===== config.mk =====
export PLATFORM = sky130hd
export DESIGN_NAME = uart_tx
export DESIGN_NICKNAME = d
export VERILOG_FILES = /design/src/rtl/uart_tx.sv
export SDC_FILE = /design/constraint.sdc
export NUM_CORES = 1
export LEC_CHECK = 0
export BUFFER_PORTS_ARGS = -buffer_cell sky130_fd_sc_hd__buf_2
export CORE_MARGIN = 8
export CORE_UTILIZATION = 55
export CTS_CLUSTER_DIAMETER = 80
export DETAILED_ROUTE_END_ITERATION = 12
export HOLD_SLACK_MARGIN = 0.15
export PLACE_DENSITY = 0.72
export SETUP_SLACK_MARGIN = 0.4
export SLEW_MARGIN = 20
export SYNTH_ARGS = -nofsm -noshare
export SYNTH_HDL_FRONTEND = slang
export SYNTH_SLANG_ARGS = --single-unit

===== constraint.sdc =====
create_clock -name clk -period 1.9 [get_ports clk]
set_input_delay 0.38 -clock clk [delete_from_list [all_inputs] [get_ports clk]]
set_output_delay 0.38 -clock clk [all_outputs]
set_load 0.01 [all_outputs]

===== src/rtl/uart_tx.sv =====
// uart_tx: 8N1 UART transmitter with a one-byte holding register in front of the shift register.
// Bit timing is an integer clocks-per-bit count derived from CLK_Hz / BITRATE_bps.
module uart_tx #(
    parameter real CLK_Hz      = 66_000_000.0,
    parameter real BITRATE_bps = 9_600.0,
    parameter int  STOP_BITS   = 1
) (
    input  logic       clk,
    input  logic       rst,
    input  logic [7:0] data,
    input  logic       data_valid,
    output logic       data_ready,
    output logic       tx,
    output logic       busy
);

    localparam int CLKS_PER_BIT = int'(CLK_Hz / BITRATE_bps);
    localparam int CNT_W        = (CLKS_PER_BIT > 1) ? $clog2(CLKS_PER_BIT) : 1;
    localparam logic [CNT_W-1:0] CNT_LAST = CNT_W'(CLKS_PER_BIT - 1);
    localparam logic STOP_LAST  = (STOP_BITS == 2);

    typedef enum logic [1:0] {
        IDLE,
        START,
        DATA,
        STOP
    } state_e;

    state_e           state_q, state_d;
    logic [CNT_W-1:0] cnt_q, cnt_d;
    logic [2:0]       bit_idx_q, bit_idx_d;
    logic             stop_idx_q, stop_idx_d;
    logic [7:0]       shift_q, shift_d;
    logic [7:0]       hold_q, hold_d;
    logic             hold_full_q, hold_full_d;
    logic             tx_q, tx_d;
    logic             busy_q, busy_d;
    logic             ready_q, ready_d;

    logic             accept;
    logic             bit_end;

    // Outputs are registered, so tx/busy/ready are computed from the state being entered.
    always_comb begin
        accept      = data_valid && ready_q;
        bit_end     = (cnt_q == CNT_LAST);

        state_d     = state_q;
        cnt_d       = cnt_q;
        bit_idx_d   = bit_idx_q;
        stop_idx_d  = stop_idx_q;
        shift_d     = shift_q;
        hold_d      = hold_q;
        hold_full_d = hold_full_q;
        tx_d        = tx_q;

        // An accept needs an empty holding register, so it never collides with a transfer out of it.
        if (accept) begin
            hold_d      = data;
            hold_full_d = 1'b1;
        end

        case (state_q)
            IDLE: begin
                tx_d  = 1'b1;
                cnt_d = '0;
                if (hold_full_q) begin
                    shift_d     = hold_q;
                    hold_full_d = 1'b0;
                    state_d     = START;
                    tx_d        = 1'b0;
                end
            end
            START: begin
                if (bit_end) begin
                    cnt_d     = '0;
                    bit_idx_d = 3'd0;
                    state_d   = DATA;
                    tx_d      = shift_q[0];
                end else begin
                    cnt_d = cnt_q + 1'b1;
                end
            end
            DATA: begin
                if (bit_end) begin
                    cnt_d     = '0;
                    shift_d   = {1'b0, shift_q[7:1]};
                    bit_idx_d = bit_idx_q + 3'd1;
                    if (bit_idx_q == 3'd7) begin
                        state_d    = STOP;
                        stop_idx_d = 1'b0;
                        tx_d       = 1'b1;
                    end else begin
                        tx_d = shift_q[1];
                    end
                end else begin
                    cnt_d = cnt_q + 1'b1;
                end
            end
            STOP: begin
                if (bit_end) begin
                    cnt_d = '0;
                    if (stop_idx_q == STOP_LAST) begin
                        // A queued byte starts on the very next edge, leaving no idle gap.
                        if (hold_full_q) begin
                            shift_d     = hold_q;
                            hold_full_d = 1'b0;
                            state_d     = START;
                            tx_d        = 1'b0;
                        end else begin
                            state_d = IDLE;
                            tx_d    = 1'b1;
                        end
                    end else begin
                        stop_idx_d = stop_idx_q + 1'b1;
                    end
                end else begin
                    cnt_d = cnt_q + 1'b1;
                end
            end
            default: begin
                state_d = IDLE;
                tx_d    = 1'b1;
                cnt_d   = '0;
            end
        endcase

        busy_d  = (state_d != IDLE);
        ready_d = !hold_full_d;
    end

    always_ff @(posedge clk) begin
        if (rst) begin
            state_q     <= IDLE;
            cnt_q       <= '0;
            bit_idx_q   <= 3'd0;
            stop_idx_q  <= 1'b0;
            shift_q     <= 8'h00;
            hold_q      <= 8'h00;
            hold_full_q <= 1'b0;
            tx_q        <= 1'b1;
            busy_q      <= 1'b0;
            ready_q     <= 1'b1;
        end else begin
            state_q     <= state_d;
            cnt_q       <= cnt_d;
            bit_idx_q   <= bit_idx_d;
            stop_idx_q  <= stop_idx_d;
            shift_q     <= shift_d;
            hold_q      <= hold_d;
            hold_full_q <= hold_full_d;
            tx_q        <= tx_d;
            busy_q      <= busy_d;
            ready_q     <= ready_d;
        end
    end

    assign data_ready = ready_q;
    assign tx         = tx_q;
    assign busy       = busy_q;

endmodule


==> summary.md <==
The flow ran to the end, and the final reports show no timing, DRC or antenna violations. Flop-to-flop setup slack: 230 ps. The cell type group with the largest total delay on the critical path was simple AND/OR/NAND/NOR gates. The DRC violation total after the first TritonRoute iteration was 84; the clock period minus final worst setup slack was 1670 ps. Synthesis produced 195 cells. Ranked by total cell area, the synthesized netlist is headed by sky130_fd_sc_hd__dfxtp_1 43%, sky130_fd_sc_hd__a21oi_1 5.9%, sky130_fd_sc_hd__ha_1 5.6%.

From synthesis to final layout, the design area changed by 25.7%. The number of buffers inserted for hold repair after clock tree synthesis is 0, and the arrival time of the worst setup path is 1880 ps. Max-cap violations in this run came to 0. After detailed routing, the number of remaining DRC violations is 0.

In this run the core area contains 20 standard-cell rows. The die is 72.8 um tall. Path type of the worst min-delay path: in2reg. In this run the critical register-to-register path is launched from state_q[1]. The final worst-path cycle share is 87.9%. The analysis attributes to cell leakage a power of 0.795 nW. Summing the sequential cell areas from Yosys gives 42.9% of the chip area.

The peak clock frequency supported by timing is 599 MHz, and the flip-flop and latch count after synthesis is 38. After detailed placement, the total cell area comes to 1890 um2. Critical register-to-register path endpoint: busy. Along the worst path, the maximum fanout reaches 6. At the worst endpoint, the required time is 2110 ps. In this run, synthesis inferred 0 flip-flops with an integrated enable.

The logs give 14 for the number of I/O pins and 2 for the largest buffer count on any clock path. The number of clock sinks is 38, and the total nets after synthesis is 214. The clock slew seen by the registers of the worst setup and hold paths is 100 ps. STA classifies the critical path endpoint as a flop.

For this design the total switching power over the nets is 760 uW. Library cell used as clock root buffer: sky130_fd_sc_hd__clkbuf_4. The placeable core area came out at 3050 um2. The logs give 233 for the filler cell count and 16.2% for the overall track demand over capacity in global routing.

STA classifies the critical path startpoint as a flop. At the end of routability-driven placement, the weighted congestion stood at 0.791. For the pin with the worst max-slew slack, the measured transition is 476 ps. The number of I/O port buffers is 13. Counting both buffers and inverters, the worst setup path holds a total of 0. For the total via count in the routed design, the log shows 1610.

The count of endpoints failing hold in the final timing report was 0; the largest stage delay on the critical path was 410 ps. The max-slew violation total from the final report is 0, and the critical path depth in cells is 5. The tools report the endpoint of the most critical setup path as busy. The via density per instance is 5.96, and the switching share of power is 34.9%.

In this run, the combinational gates consume 35.6% of the power. The clock network burns 17.5% of the power. The first global-routing pass estimated 6900 um of wire. The area fraction of the dominant cell type after synthesis came out at 42.9%. Ratio of cells with drive above 1 in the final layout: 33.6%.

Setup repair after global routing could not meet its margin everywhere. The run gives 1.42 mW as the internal power. The final number of setup-violating endpoints is 0. For the summed negative setup slack over all endpoints, the log shows 0 ps.

The library cells used most frequently in the layout, excluding fill and tap cells, are 31 x sky130_fd_sc_hd__dfxtp_1, 19 x sky130_fd_sc_hd__a21oi_1, 15 x sky130_fd_sc_hd__buf_4. The most used flip-flop cell after synthesis is sky130_fd_sc_hd__dfxtp_1. After detailed routing, the total wire length is 4670 um. The worst-case reg-to-reg path depth is 5, and the number of clock buffers inserted by TritonCTS is 5. The total die area is 5300 um2. Die boundary width: 72.8 um.

Worst setup path category: reg2reg. TritonCTS built the clock tree. After synthesis, the mean cell area works out to 9.09 um2.

Average wire length per cell after detail routing: 17.3 um. Clock latency on the worst-skew pair, taken at its later pin, is 330 ps. The leading cell type in the layout, fill and taps excluded is sky130_fd_sc_hd__dfxtp_1.

In this run, distinct cell masters in the synthesized netlist total 43. The tools report the largest net degree at the start of global routing as 26. The tools report the launch point of the critical path as state_q[1]. After routing the design area is 2230 um2.

Sequential cells account for 46.9% of the total power. The number of antenna diodes in the final layout is 0. Counting flops with an async set or reset pin after synthesis yields a share of 0%.

The run gives 0 as the initial antenna violation count. On the critical path, the stage with the largest delay is an instance of sky130_fd_sc_hd__or3_4. The tools report the number of nets in the layout as 245. The ratio of total power to cell area was 977 nW/um2; the placed wire-length estimate after detailed placement was 2590 um. The initial core utilization is 58.1%. The largest total area in the synthesized netlist belongs to sky130_fd_sc_hd__dfxtp_1. The H-tree was split into 2 levels. Clock skew on the completed layout was measured at 8.35 ps.

The total number of yosys warnings came out at 0. In this run the tightest slew margin relative to its limit is 68.2%. The peak supply drop came out at 671 uV.

The run gives 0 as the remaining global-route overflow. After synthesis the cells add up to 1770 um2. Once detail routing completed, the nets flagged for antenna violations numbered 0. Number of global-route vias before repair: 1482. The first detailed-routing pass ran for 4 iterations. Walking the worst path, the cells encountered are ha_2, or3_4, a21o_1, mux2i_1, o22ai_1.
## cell usage after synthesis, drive strengths merged (2+ instances only)
master,instances
nand3,15
buf,5
and4b,2
nand4,5
nor2,19
and4,3
a311oi,7
mux2i,8
nand2,13
clkbuf,5
dfxtp,38
nand3b,2
ha,8
o21ai,6
inv,6
or3,2
a21oi,21
xor2,10
## final cells by class
cell class | instances | area [um2] | area share, %
Inverter | 6 | 30.0 | 1.35
Multi-Input combinational cell | 143 | 1100 | 49.3
Clock buffer | 7 | 45.0 | 2.02
Sequential cell | 38 | 777 | 34.9
Timing Repair Buffer | 32 | 223 | 9.99
Tap cell | 44 | 55.1 | 2.47
## repair_timing
action,CTS,global route
setup endpoints to repair,27,30
resized for setup,21,27
setup buffers,6,8
cloned,1,2
pin swaps,6,14
## state kept, by name, summed over array words and instances, names as in the netlist
name	flops
bit_idx_q	3
busy	1
cnt_q	13
data_ready	1
hold_full_q	1
hold_q	8
shift_q	8
state_q	2
tx	1
## stage by stage
stage | cells | utilization (%) | hold WS [ps] | power (mW) | setup slack (ps)
2_1_floorplan | 195 | - | 424 | 1.40 | 292
3_3_place_gp | 246 | 61.8 | 435 | 1.50 | 279
3_5_place_dp | 246 | 61.8 | 447 | 1.53 | 185
4_1_cts | 260 | 67.6 | 283 | 2.03 | 314
5_1_grt | 270 | 73.0 | 277 | 2.30 | 214
6_report | 270 | 73.0 | 293 | 2.18 | 230
## tightest hold or removal path, cell delays in order
cell and delay [ps]:
sky130_fd_sc_hd__buf_2 90, sky130_fd_sc_hd__nand3_1 50, sky130_fd_sc_hd__a21oi_1 50
## layer usage
metal | global-route usage, % | part of all wire (%)
met1 | 19.3 | 42
met2 | 27.2 | 49
met3 | 4.81 | 5.2
met4 | 4.89 | 3.1
met5 | 0 | 0
## power by group through the flow
stage                     registers, mW  clock network (mW)  logic (mW)
after floorplan                    1.01                   0       0.391
after global placement             1.03                   0       0.476
after detailed placement           1.03                   0       0.503
after CTS                          1.01               0.388       0.633
after global routing               1.04               0.431       0.829
final                              1.02               0.381       0.775
## worst min path at each step
stage	start	endpoint	slack, ps	cells after the start
2_1_floorplan	cnt_q[0]	cnt_q[0]	420	1
3_5_place_dp	cnt_q[0]	cnt_q[0]	450	1
4_1_cts	data[1]	hold_q[1]	280	3
5_1_grt	data[5]	hold_q[5]	280	3
6_report	data[1]	hold_q[1]	290	3
3_3_place_gp	cnt_q[0]	cnt_q[0]	440	1
## kinds of logic after synthesis
logic type | share of synthesized area [%]
and+or+nand+nor | 20.9
AOI/OAI and AO/OA | 16.2
DFF | 42.9
buffers and inverters | 4.38
xor gates and xnor gates | 5.43
muxes | 4.52
adders and majority gates | 5.65
(Power assumes the default switching activity.)
